### config.mk
export PLATFORM = sky130hd
export DESIGN_NAME = lcd_frame_writer
export DESIGN_NICKNAME = d
export VERILOG_FILES = /design/src/rtl/lcd_pkg.sv /design/src/rtl/lcd_byte_writer.sv /design/src/rtl/lcd_frame_writer.sv
export SDC_FILE = /design/constraint.sdc
export NUM_CORES = 1
export LEC_CHECK = 0
export ABC_AREA = 1
export ABC_CLOCK_PERIOD_IN_PS = 6180
export BUFFER_PORTS_ARGS = -buffer_cell sky130_fd_sc_hd__buf_2
export CORE_MARGIN = 2
export CORE_UTILIZATION = 40
export CTS_CLUSTER_DIAMETER = 50
export DETAILED_ROUTE_END_ITERATION = 16
export SYNTH_ARGS = -nofsm -noshare
export SYNTH_HDL_FRONTEND = slang
export SYNTH_SLANG_ARGS = --single-unit
### constraint.sdc
create_clock -name clk -period 6.18 [get_ports clk]
set_input_delay 1.236 -clock clk [delete_from_list [all_inputs] [get_ports clk]]
set_output_delay 1.236 -clock clk [all_outputs]
set_load 0.02 [all_outputs]
### src/rtl/lcd_pkg.sv
// Shared types, HD44780 command constants and helpers for the LCD frame writer.
package lcd_pkg;

    localparam int unsigned FRAME_CHARS = 32;
    localparam int unsigned FRAME_BYTES = 34;
    localparam int unsigned INIT_CMDS   = 4;

    localparam logic [7:0] LCD_FUNC_8B2L = 8'h38;
    localparam logic [7:0] LCD_DISP_ON   = 8'h0C;
    localparam logic [7:0] LCD_CLEAR     = 8'h01;
    localparam logic [7:0] LCD_ENTRY_INC = 8'h06;
    localparam logic [7:0] LCD_LINE1     = 8'h80;
    localparam logic [7:0] LCD_LINE2     = 8'hC0;

    typedef enum logic [2:0] {PWRUP, INIT, IDLE, LATCH, XFER} state_e;
    typedef enum logic [1:0] {PH_IDLE, PH_SETUP, PH_EN, PH_WAIT} phase_e;

    // One bus transfer: register select plus data byte.
    typedef struct packed {
        logic       rs;
        logic [7:0] data;
    } lcd_byte_t;

    // Non-printable codes would show as CGRAM glyphs or garbage; blank them.
    function automatic logic [7:0] lcd_sanitise(input logic [7:0] c);
        return ((c < 8'h20) || (c > 8'h7E)) ? 8'h20 : c;
    endfunction

    function automatic logic [7:0] lcd_init_cmd(input logic [1:0] idx);
        case (idx)
            2'd0:    return LCD_FUNC_8B2L;
            2'd1:    return LCD_DISP_ON;
            2'd2:    return LCD_CLEAR;
            default: return LCD_ENTRY_INC;
        endcase
    endfunction

endpackage

### src/rtl/lcd_byte_writer.sv
// Single HD44780 bus transfer: setup cycle, EN high pulse, then post-pulse wait.
// done_c fires on the last wait cycle so a new start there chains with no gap.
module lcd_byte_writer
    import lcd_pkg::*;
#(
    parameter int unsigned EN_HI_CYC    = 12,
    parameter int unsigned CMD_WAIT_CYC = 2500,
    parameter int unsigned CLR_WAIT_CYC = 82000,
    parameter int unsigned CNT_W        = 17
) (
    input  logic       clk,
    input  logic       reset,
    input  logic       start,
    input  lcd_byte_t  payload,
    input  logic       long_wait,
    output logic       lcd_en,
    output logic       lcd_rs,
    output logic [7:0] lcd_data,
    output logic       done_c
);

    phase_e             ph_q,   ph_d;
    logic [CNT_W-1:0]   cnt_q,  cnt_d;
    lcd_byte_t          byte_q, byte_d;
    logic               long_q, long_d;
    logic               en_q,   en_d;

    always_comb begin
        ph_d   = ph_q;
        cnt_d  = cnt_q;
        byte_d = byte_q;
        long_d = long_q;
        done_c = (ph_q == PH_WAIT) && (cnt_q == '0);
        case (ph_q)
            PH_SETUP: begin
                ph_d  = PH_EN;
                cnt_d = CNT_W'(EN_HI_CYC - 1);
            end
            PH_EN: begin
                if (cnt_q == '0) begin
                    ph_d  = PH_WAIT;
                    cnt_d = long_q ? CNT_W'(CLR_WAIT_CYC - 1) : CNT_W'(CMD_WAIT_CYC - 1);
                end else begin
                    cnt_d = cnt_q - CNT_W'(1);
                end
            end
            PH_WAIT: begin
                if (cnt_q == '0) ph_d = PH_IDLE;
                else             cnt_d = cnt_q - CNT_W'(1);
            end
            default: ;
        endcase
        if (start) begin
            ph_d   = PH_SETUP;
            byte_d = payload;
            long_d = long_wait;
        end
        en_d = (ph_d == PH_EN);
    end

    always_ff @(posedge clk) begin
        if (reset) begin
            ph_q   <= PH_IDLE;
            cnt_q  <= '0;
            byte_q <= '0;
            long_q <= 1'b0;
            en_q   <= 1'b0;
        end else begin
            ph_q   <= ph_d;
            cnt_q  <= cnt_d;
            byte_q <= byte_d;
            long_q <= long_d;
            en_q   <= en_d;
        end
    end

    assign lcd_en   = en_q;
    assign lcd_rs   = byte_q.rs;
    assign lcd_data = byte_q.data;

endmodule

### src/rtl/lcd_frame_writer.sv
// Writes 32-char ASCII frames to a 16x2 HD44780 LCD over the 8-bit bus.
// Define LCD_POWERON_INIT_EN to run the power-up init sequence after reset.
module lcd_frame_writer
    import lcd_pkg::*;
#(
    parameter int unsigned PWRUP_CYC    = 750000,
    parameter int unsigned EN_HI_CYC    = 12,
    parameter int unsigned CMD_WAIT_CYC = 2500,
    parameter int unsigned CLR_WAIT_CYC = 82000
) (
    input  logic       clk,
    input  logic       reset,
    input  logic [7:0] ASCII [0:FRAME_CHARS-1],
    input  logic       UpdateLCD,
    output logic       LCDBusy,
    output logic [7:0] LCD_DATA,
    output logic       LCD_RS,
    output logic       LCD_RW,
    output logic       LCD_EN,
    output logic       LCD_ON
);

    localparam int unsigned MAX_CYC = (PWRUP_CYC > CLR_WAIT_CYC) ? PWRUP_CYC : CLR_WAIT_CYC;
    localparam int unsigned CNT_W   = $clog2(MAX_CYC + 1);
    localparam int unsigned BYTE_W  = 6;
    localparam int unsigned CHAR_W  = $clog2(FRAME_CHARS);
    localparam logic [BYTE_W-1:0] LAST_BYTE  = BYTE_W'(FRAME_BYTES - 1);
    localparam logic [BYTE_W-1:0] LINE2_BYTE = BYTE_W'(FRAME_CHARS / 2 + 1);
    localparam logic [BYTE_W-1:0] LAST_INIT  = BYTE_W'(INIT_CMDS - 1);

`ifdef LCD_POWERON_INIT_EN
    localparam state_e RST_STATE = PWRUP;
    localparam logic   RST_BUSY  = 1'b1;
`else
    localparam state_e RST_STATE = IDLE;
    localparam logic   RST_BUSY  = 1'b0;
`endif

    state_e              state_q,   state_d;
    logic [BYTE_W-1:0]   byte_q,    byte_d;
    logic [CNT_W-1:0]    pwr_q,     pwr_d;
    logic                pending_q, pending_d;
    logic                busy_q,    busy_d;
    logic [7:0]          buf_q [0:FRAME_CHARS-1];
    logic [7:0]          buf_d [0:FRAME_CHARS-1];

    logic                start_c;
    lcd_byte_t           wr_byte_c;
    logic                wr_long_c;
    logic                done_c;
    logic                latch_c;
    logic                seq_end_c;
    logic [BYTE_W-1:0]   nxt_byte_c;
    logic [CHAR_W-1:0]   char_idx_c;

    // Sequencer: picks the next byte on each writer done so transfers run back to back.
    always_comb begin
        state_d    = state_q;
        byte_d     = byte_q;
        pwr_d      = pwr_q;
        pending_d  = pending_q;
        buf_d      = buf_q;
        start_c    = 1'b0;
        wr_byte_c  = '0;
        latch_c    = 1'b0;
        seq_end_c  = 1'b0;
        nxt_byte_c = byte_q + BYTE_W'(1);
        char_idx_c = (nxt_byte_c < LINE2_BYTE) ? CHAR_W'(nxt_byte_c - BYTE_W'(1))
                                               : CHAR_W'(nxt_byte_c - BYTE_W'(2));
        if ((state_q != IDLE) && UpdateLCD) pending_d = 1'b1;

        case (state_q)
            PWRUP: begin
                if (pwr_q == CNT_W'(PWRUP_CYC - 1)) begin
                    state_d        = INIT;
                    byte_d         = '0;
                    start_c        = 1'b1;
                    wr_byte_c.data = lcd_init_cmd(2'd0);
                end else begin
                    pwr_d = pwr_q + CNT_W'(1);
                end
            end
            INIT: begin
                if (done_c) begin
                    if (byte_q == LAST_INIT) begin
                        seq_end_c = 1'b1;
                    end else begin
                        byte_d         = nxt_byte_c;
                        start_c        = 1'b1;
                        wr_byte_c.data = lcd_init_cmd(2'(nxt_byte_c));
                    end
                end
            end
            IDLE: begin
                if (UpdateLCD || pending_q) begin
                    latch_c   = 1'b1;
                    pending_d = 1'b0;
                end
            end
            LATCH: state_d = XFER;
            XFER: begin
                if (done_c) begin
                    if (byte_q == LAST_BYTE) begin
                        seq_end_c = 1'b1;
                    end else begin
                        byte_d  = nxt_byte_c;
                        start_c = 1'b1;
                        if (nxt_byte_c == LINE2_BYTE) begin
                            wr_byte_c.data = LCD_LINE2;
                        end else begin
                            wr_byte_c.rs   = 1'b1;
                            wr_byte_c.data = lcd_sanitise(buf_q[char_idx_c]);
                        end
                    end
                end
            end
            default: state_d = RST_STATE;
        endcase

        // A strobe landing on the final cycle either starts the next frame or stays pending.
        if (seq_end_c) begin
            pending_d = pending_q & UpdateLCD;
            if (pending_q || UpdateLCD) latch_c = 1'b1;
            else                        state_d = IDLE;
        end

        if (latch_c) begin
            state_d   = LATCH;
            byte_d    = '0;
            buf_d     = ASCII;
            start_c   = 1'b1;
            wr_byte_c = '{rs: 1'b0, data: LCD_LINE1};
        end

        busy_d    = (state_d != IDLE);
        wr_long_c = !wr_byte_c.rs && (wr_byte_c.data == LCD_CLEAR);
    end

    always_ff @(posedge clk) begin
        if (reset) begin
            state_q   <= RST_STATE;
            byte_q    <= '0;
            pwr_q     <= '0;
            pending_q <= 1'b0;
            busy_q    <= RST_BUSY;
            buf_q     <= '{default: 8'h20};
        end else begin
            state_q   <= state_d;
            byte_q    <= byte_d;
            pwr_q     <= pwr_d;
            pending_q <= pending_d;
            busy_q    <= busy_d;
            buf_q     <= buf_d;
        end
    end

    lcd_byte_writer #(
        .EN_HI_CYC    (EN_HI_CYC),
        .CMD_WAIT_CYC (CMD_WAIT_CYC),
        .CLR_WAIT_CYC (CLR_WAIT_CYC),
        .CNT_W        (CNT_W)
    ) u_writer (
        .clk       (clk),
        .reset     (reset),
        .start     (start_c),
        .payload   (wr_byte_c),
        .long_wait (wr_long_c),
        .lcd_en    (LCD_EN),
        .lcd_rs    (LCD_RS),
        .lcd_data  (LCD_DATA),
        .done_c    (done_c)
    );

    assign LCDBusy = busy_q;
    assign LCD_RW  = 1'b0;
    assign LCD_ON  = 1'b1;

endmodule
* Word level (Yosys, flattened, before mapping)
Index checks and enable logic that the tools add are counted.
** Cells by class
- Add/subtract/negate cells :: 5
- Magnitude comparators :: 4
- Equal/unequal tests :: 23
- Muxes and demuxes :: 55
- Bitwise gates (word level) :: 3
- Reductions and logical operators :: 16
** Operators with widths (number)
- 20-bit case mux with 3 select lines :: 1
- 6-bit two-way mux :: 8
- 8-bit binary-select mux with 5-bit select :: 1
- 20-bit two-way mux :: 2
- 6-bit case mux with 3 select lines :: 2
- 8-bit two-way mux :: 4
- 9-bit two-way mux :: 3
- 8-bit case mux with 3 select lines :: 1
- 20-bit by 1-bit adder with 20-bit output, second input constant :: 1
- 20-bit equality test, second input constant :: 1
- 20-bit logical NOT :: 1
- 1-bit two-way mux :: 20
- 20-bit by 1-bit subtractor with 20-bit output, second input constant :: 1
- 17-bit two-way mux :: 1
- 3-bit two-way mux :: 4
- 2-bit inequality test, second input constant :: 6
- 3-bit case mux with 3 select lines :: 1
- 2-bit equality test, second input constant :: 4
- 8-bit by 1-bit equality test with 1-bit output, second input constant :: 1
- 8-bit by 7-bit > comparator with 1-bit output, second input constant :: 1
- 8-bit by 6-bit < comparator with 1-bit output, second input constant :: 1
- 6-bit by 1-bit adder with 6-bit output, second input constant :: 1
- 3-bit by 2-bit equality test with 1-bit output, second input constant :: 2
- 6-bit by 2-bit equality test with 1-bit output, second input constant :: 1
- other kinds (28) :: 37
** Word-level totals
- Register bits :: 320
- Input port bits :: 259
- Output and inout port bits :: 13
- Logic and storage cells :: 149

* Longest topological paths before layout
- Depth after elaboration :: 17
- Gate-level depth with buffers :: 27
- Depth with buffers taken out :: 25

* By module
A second synthesis with hierarchy kept.
** Second synthesis, totals
- Cells, all modules :: 2269
- Area total of the unflattened synthesis :: 15336.0 sq um
** By module, submodules not included
- lcd_frame_writer :: times used 1, cells an instance 2001, area each 13472.9 sq um, seq. area each 5745.5 sq um
- lcd_byte_writer :: times used 1, cells an instance 268, area each 1863.0 sq um, seq. area each 660.6 sq um

* Least setup slack after synthesis
No wires, ideal clock.
- Kind :: reg-to-reg
- From :: register byte_q[0]
- To :: register u_writer.byte_q (netlist bit u_writer.lcd_data[6])
- Setup time :: 132 ps
- Arrival time :: 2812 ps
- Data required time :: 6048 ps
- Setup slack :: 3236 ps
- Stages on the path, launching flop included :: 23
- Buffers on the path :: 2
- Clock period less this slack :: 2944 ps
- Cell sequence :: dfxtp_1 > buf_2 > inv_1 > ha_1 > inv_1 > ha_1 > inv_1 > nand2_1 > o21ai_2 > inv_1 > clkbuf_1 > nand3_1 > nand3_1 > nand3_1 > nand2_1 > nand2_1 > nor2_1 > nand2_1 > and2_1 > nand2_1 > nand2_1 > nand2_1 > a21oi_1
** On the way
- Cells in the longest elaborated chain, start to end :: 15
- Elaborated cells between the ends (all ways) :: 33
- Classes of those cells :: add/sub: 3; order compare: 3; eq/ne: 3; mux: 22; bitwise: 1; reduce/logical: 1
** RTL lines
- start, declared :: RTL line lcd_frame_writer.sv:40 : logic [BYTE_W-1:0] byte_q, byte_d;
- start signal, assigned :: RTL line lcd_frame_writer.sv:149 : byte_q <= byte_d;
- 6-bit by 1-bit adder with 6-bit output :: RTL line lcd_frame_writer.sv:67 : nxt_byte_c = byte_q + BYTE_W'(1);
- 5-bit by 2-bit subtractor with 5-bit output, or another cell as far along :: RTL line lcd_frame_writer.sv:69 : : CHAR_W'(nxt_byte_c - BYTE_W'(2));
- 5-bit two-way mux :: RTL line lcd_frame_writer.sv:68 : char_idx_c = (nxt_byte_c < LINE2_BYTE) ? CHAR_W'(nxt_byte_c - BYTE_W'(1))
- 5-bit NOT with 6-bit output (not written as such) :: RTL line lcd_frame_writer.sv:112 : wr_byte_c.data = lcd_sanitise(buf_q[char_idx_c]);
- 8-bit binary-select mux with 5-bit select :: RTL line lcd_frame_writer.sv:112
- 8-bit two-way mux (not written as such) (2 in a row) :: RTL line lcd_frame_writer.sv:112
- 8-bit by 6-bit < comparator with 1-bit output or 8-bit by 7-bit > comparator with 1-bit output (tied branches) :: RTL line lcd_pkg.sv:26 : return ((c < 8'h20) || (c > 8'h7E)) ? 8'h20 : c;
- 1-bit logical OR :: RTL line lcd_pkg.sv:26
- 8-bit two-way mux :: RTL line lcd_pkg.sv:26
- 8-bit two-way mux :: RTL line lcd_frame_writer.sv:108 : if (nxt_byte_c == LINE2_BYTE) begin
- 9-bit two-way mux :: RTL line lcd_frame_writer.sv:103 : if (byte_q == LAST_BYTE) begin
- 9-bit two-way mux :: RTL line lcd_frame_writer.sv:102 : if (done_c) begin
- 8-bit case mux with 3 select lines :: RTL line lcd_frame_writer.sv:72 : case (state_q)
- 9-bit two-way mux :: RTL line lcd_frame_writer.sv:127 : if (latch_c) begin
- end signal, assigned :: RTL line lcd_byte_writer.sv:71 : byte_q <= byte_d;
- end, declared :: RTL line lcd_byte_writer.sv:24 : lcd_byte_t byte_q, byte_d;
Several ways; a longest one is shown, not always the timed one. The select of a mux whose other input is x is not followed.
A chain may end at the register's enable or synchronous reset.

* Worst setup path after layout
- From :: register byte_q[0]
- To :: register u_writer.byte_q (netlist bit u_writer.lcd_data[2])
The elaborated chain is that of the path after synthesis.

==> flow_metrics.py <==
metrics = {
    "layout": {
        "fin_cells": 2917,
        "area_growth_pct": 18.5,
        "finalNetCount": 2682,
        "multi_input_area_um2": 7490,
        "share_of_final_layout_standard_cells_stronger_than_drive_strength_1_pct": 15.0,
        "fin_util_pct": 47.8,
        "antenna_cells": 0,
        "final_cell_area_um2": 17800,
        "regArea_um2": 6410,
        "fillers": 3899,
    },
    "floorplan": {
        "core.rowCount": 71,
        "die-area_um2": 39200,
        "die_w_um": 198,
        "fp.coreArea_um2": 37300,
        "die_h_um": 198,
        "floorplan.initialDensity_pct": 40.3,
        "ioPinCount": 272,
    },
    "worst_setup_path": {
        "critPathRequiredTime_ns": 6.61,
        "critPathKind": "flip-flop to flip-flop",
        "arrival_ns": 4.99,
        "regToRegSetupSlack_ns": 1.62,
        "crit_top_cell": "nand2_1",
        "critical-path-slowest-cell": "dfxtp_1",
        "crit_chain": "ha_1 -> nand2_2 -> o21ai_1 -> nand2_1 -> nand2_2 -> nand3_4 -> nand2_4 -> buf_12 -> a21oi_1 -> o21ai_1 -> nand3_1 -> nand3_1 -> nand2_1 -> nand2_1 -> nand2_1 -> nor2_1 -> nand2_1 -> nand3_1 -> nand2_1 -> a21oi_1 -> or2_1 -> inv_1",
        "r2r-end": "u_writer.lcd_data[2]$_SDFFE_PP0P_",
        "crit_path_start": "byte_q[0]$_SDFFE_PP0P_",
        "r2r.worst_path.cells": 22,
        "crit_path_end_kind": "flip-flop",
        "cp-start-kind": "flip-flop",
        "path_max_fanout": 96,
        "worst_r2r_startpoint": "byte_q[0]$_SDFFE_PP0P_",
        "critical-path-max-stage-delay_ns": 0.61,
    },
    "timing": {
        "total_setup_violations_reported_at_the_end_of_the_flow": 0,
        "unrepaired_setup_endpoints_after_global_routing": "false",
        "timing.slew.headroom_pct": 25.2,
        "timing_hold_violations_final": 0,
        "finalClockSkew_ns": 0.0218,
        "final_cycle_share_pct": 73.7,
        "tightestPinTransition_ns": 1.12,
        "minimum_setup_slack_in_the_final_design_ns": 1.62,
        "period_minus_slack_ns": 4.56,
        "final.setup.tns_ns": 0,
        "finalMaxSlewViolations": 0,
        "max_freq_mhz": 220,
        "hold_slack_ns": 0.455,
    },
    "yosys": {
        "synth_cell_count_leaders": "nor2_1 (463), nand3_1 (378), nand2_1 (349)",
        "synth-seq-area-share_pct": 42.6,
        "synth_largest_type_area_fraction_pct": 42.6,
        "synthesis.instances": 2244,
        "postSynthRegisterBits": 320,
        "yosys_warnings": 0,
        "yosys-top-cells-area": "dfxtp_1 (43%), nand3_1 (13%), nor2_1 (12%)",
        "fraction_of_registers_with_async_set_reset_pct": 0,
        "synth_cell_type_count": 39,
        "synth_nets": 2512,
        "synth_flop_cell": "dfxtp_1",
        "synth.avg_cell_area_um2": 6.70,
        "synth-edff-count": 0,
        "post_synth_instance_area_um2": 15000,
        "yosysTopAreaCell": "dfxtp_1",
        "yosys.cell_count.top_type": "nor2_1",
    },
    "placement": {
        "placement.cell_area_um2": 16500,
        "dpl_worst_slack_ns": 1.75,
        "hpwlAfterDp_um": 33600,
        "buffer_ports.inserted": 269,
        "gp_routability_congestion": 0.896,
        "place_inst": 2846,
    },
    "clock_tree": {
        "hold_buffers": 0,
        "clockBufferDepth": 3,
        "cts_max_level": 2,
        "path_clk_slew_ns": 0.06,
        "numClockSinks": 320,
        "tritoncts": "done",
        "postCtsResizedCells": 0,
        "cts_buffers": 40,
        "worstSkewPairLatency_ns": 0.54,
        "cts_root_buffer": "clkbuf_16",
        "cts_setup_buffers": 0,
    },
    "route": {
        "drt-vias-per-instance": 5.26,
        "wl_per_cell_um": 16.8,
        "first_iter_violations": 1219,
        "drc": 0,
        "wirelength_um": 49100,
        "drt_pass1_iterations": 6,
        "drt.antenna.violating_nets": 0,
        "dr_total_vias": 15339,
    },
    "global_routing": {
        "vias_in_the_first_global_route": 14575,
        "peak_usage_layer_in_the_global_routing_report": "met2",
        "grt_util_met1_pct": 34.3,
        "antenna_violations_before_repair": 0,
        "grtUsageMet3_pct": 4.09,
        "grt_first_pass_wirelength_um": 77900,
        "global_route.usage.met2_pct": 39.4,
        "grt_max_degree": 229,
        "grt.overflow.total": 0,
        "grt.total_usage_pct": 24.9,
    },
    "min_path": {
        "holdPathStages": 2,
        "worstHoldPathType": "flip-flop to flip-flop",
        "hold_start": "buf_q[66]$_SDFFE_PP0N_",
        "worst_hold_path.endpoint": "buf_q[66]$_SDFFE_PP0N_",
    },
    "power": {
        "p_total_mw": 5.93,
        "share_comb_of_total_power_pct": 17.4,
        "max_vdd_drop_uv": 176,
        "reported_leakage_power_nw": 7.97,
        "p_int_mw": 4.15,
        "p_per_area_nw_per_um2": 333,
        "power.share.clock_pct": 40.3,
        "switchingPower_mw": 1.77,
        "share_seq_of_total_power_pct": 42.3,
        "power.switching_fraction_pct": 29.9,
    },
    "status": {
        "result_of_the_run": "completed",
    },
    "run": {
        "timing.max_cap.violations": 0,
    },
}
[power by group through the flow]
stage / clock [mW] / sequential (mW) / combinational, mW
floorplan: 0 / 2.49 / 0.726
global placement: 0 / 2.55 / 1.02
detailed placement: 0 / 2.55 / 1.03
CTS: 2.43 / 2.51 / 1.04
global route: 2.52 / 2.54 / 1.19
finish: 2.39 / 2.51 / 1.03
[registers in the layout, indices dropped and copies added, names as in the netlist]
register,count
pwr_q,20
u_writer.lcd_data,8
u_writer.cnt_q,20
u_writer.lcd_rs,1
buf_q,256
u_writer.lcd_en,1
u_writer.long_q,1
pending_q,1
u_writer.ph_q,2
state_q,3
byte_q,6
LCDBusy,1
[layout make-up]
type | count | area share (%)
multi-input cells | 1640 | 42.0
flip-flops and latches | 320 | 35.9
inverters | 132 | 2.85
well taps | 474 | 3.33
repair buffers | 280 | 8.23
clock buffers | 51 | 6.25
clock inverters | 20 | 1.35
[metal layers]
layer,routed length (um),part of all wire (%)
met5,0,0
met4,1520,3.1
met3,3190,6.5
met2,22000,45
met1,22400,46
[worst max-delay path, delay by kind of cell (launching register included)]
kind,cells,cell delay (ns)
simple gates,15,2.39
compound gates,4,0.63
fa+ha+maj,1,0.29
flops,1,0.61
buf+inv,2,0.46
[cells by family after synthesis]
family | Yosys count | synth area share, %
multiplexers | 1 | 0.0666
other | 2 | 0.0500
buffers and inverters | 284 | 7.77
AND/OR/NAND/NOR | 1247 | 35.3
adder cells (fa/ha/maj) | 9 | 0.749
flip-flops | 320 | 42.6
AO/OA/AOI/OAI | 366 | 12.4
XOR/XNOR | 15 | 0.974
[worst max path at each step]
stage                                              to  slack, ns  cells past startpoint
floorplan           u_writer.lcd_data[6]$_SDFFE_PP0P_       3.24                     22
global placement         u_writer.long_q$_SDFFE_PP0P_       1.91                     22
detailed placement  u_writer.lcd_data[2]$_SDFFE_PP0P_       1.75                     22
CTS                      u_writer.long_q$_SDFFE_PP0P_       1.71                     22
global route        u_writer.lcd_data[2]$_SDFFE_PP0P_       1.20                     22
finish              u_writer.lcd_data[2]$_SDFFE_PP0P_       1.62                     22
[cell usage in the layout, fill, tap and decap left out, types with 2 or more instances in the layout]
master      netlist  final
xor2_2            2      2
a221oi_1          2      2
nand2_2           3      3
nor2_1          463    463
nand3b_1          7      7
nand2_1         349    348
clkinvlp_4        0      3
clkbuf_1        101      5
inv_2             5      5
dfxtp_1         320    320
xnor2_1           4      4
bufinv_16         0      4
nand4_1          14     14
inv_1           125    123
o21ai_0         262    262
o211ai_1          5      5
clkinv_1          2      2
nor4_1            9      9
or2_1             2      2
clkinv_2          0      4
nor3_1           14     14
buf_12            0      3
clkbuf_8          0      5
xor2_1            9      9
ha_1              9      9
inv_6             0      7
buf_2            34    269
conb_1            2      2
nand3_1         378    378
nand2_4           2      3
o21ai_1           5      5
clkbuf_16         0     41
a21oi_1          85     84
buf_4            12      8
clkinv_4          0      3
o21a_1            4      4
No activity file was read; power rests on OpenSTA's default activity.
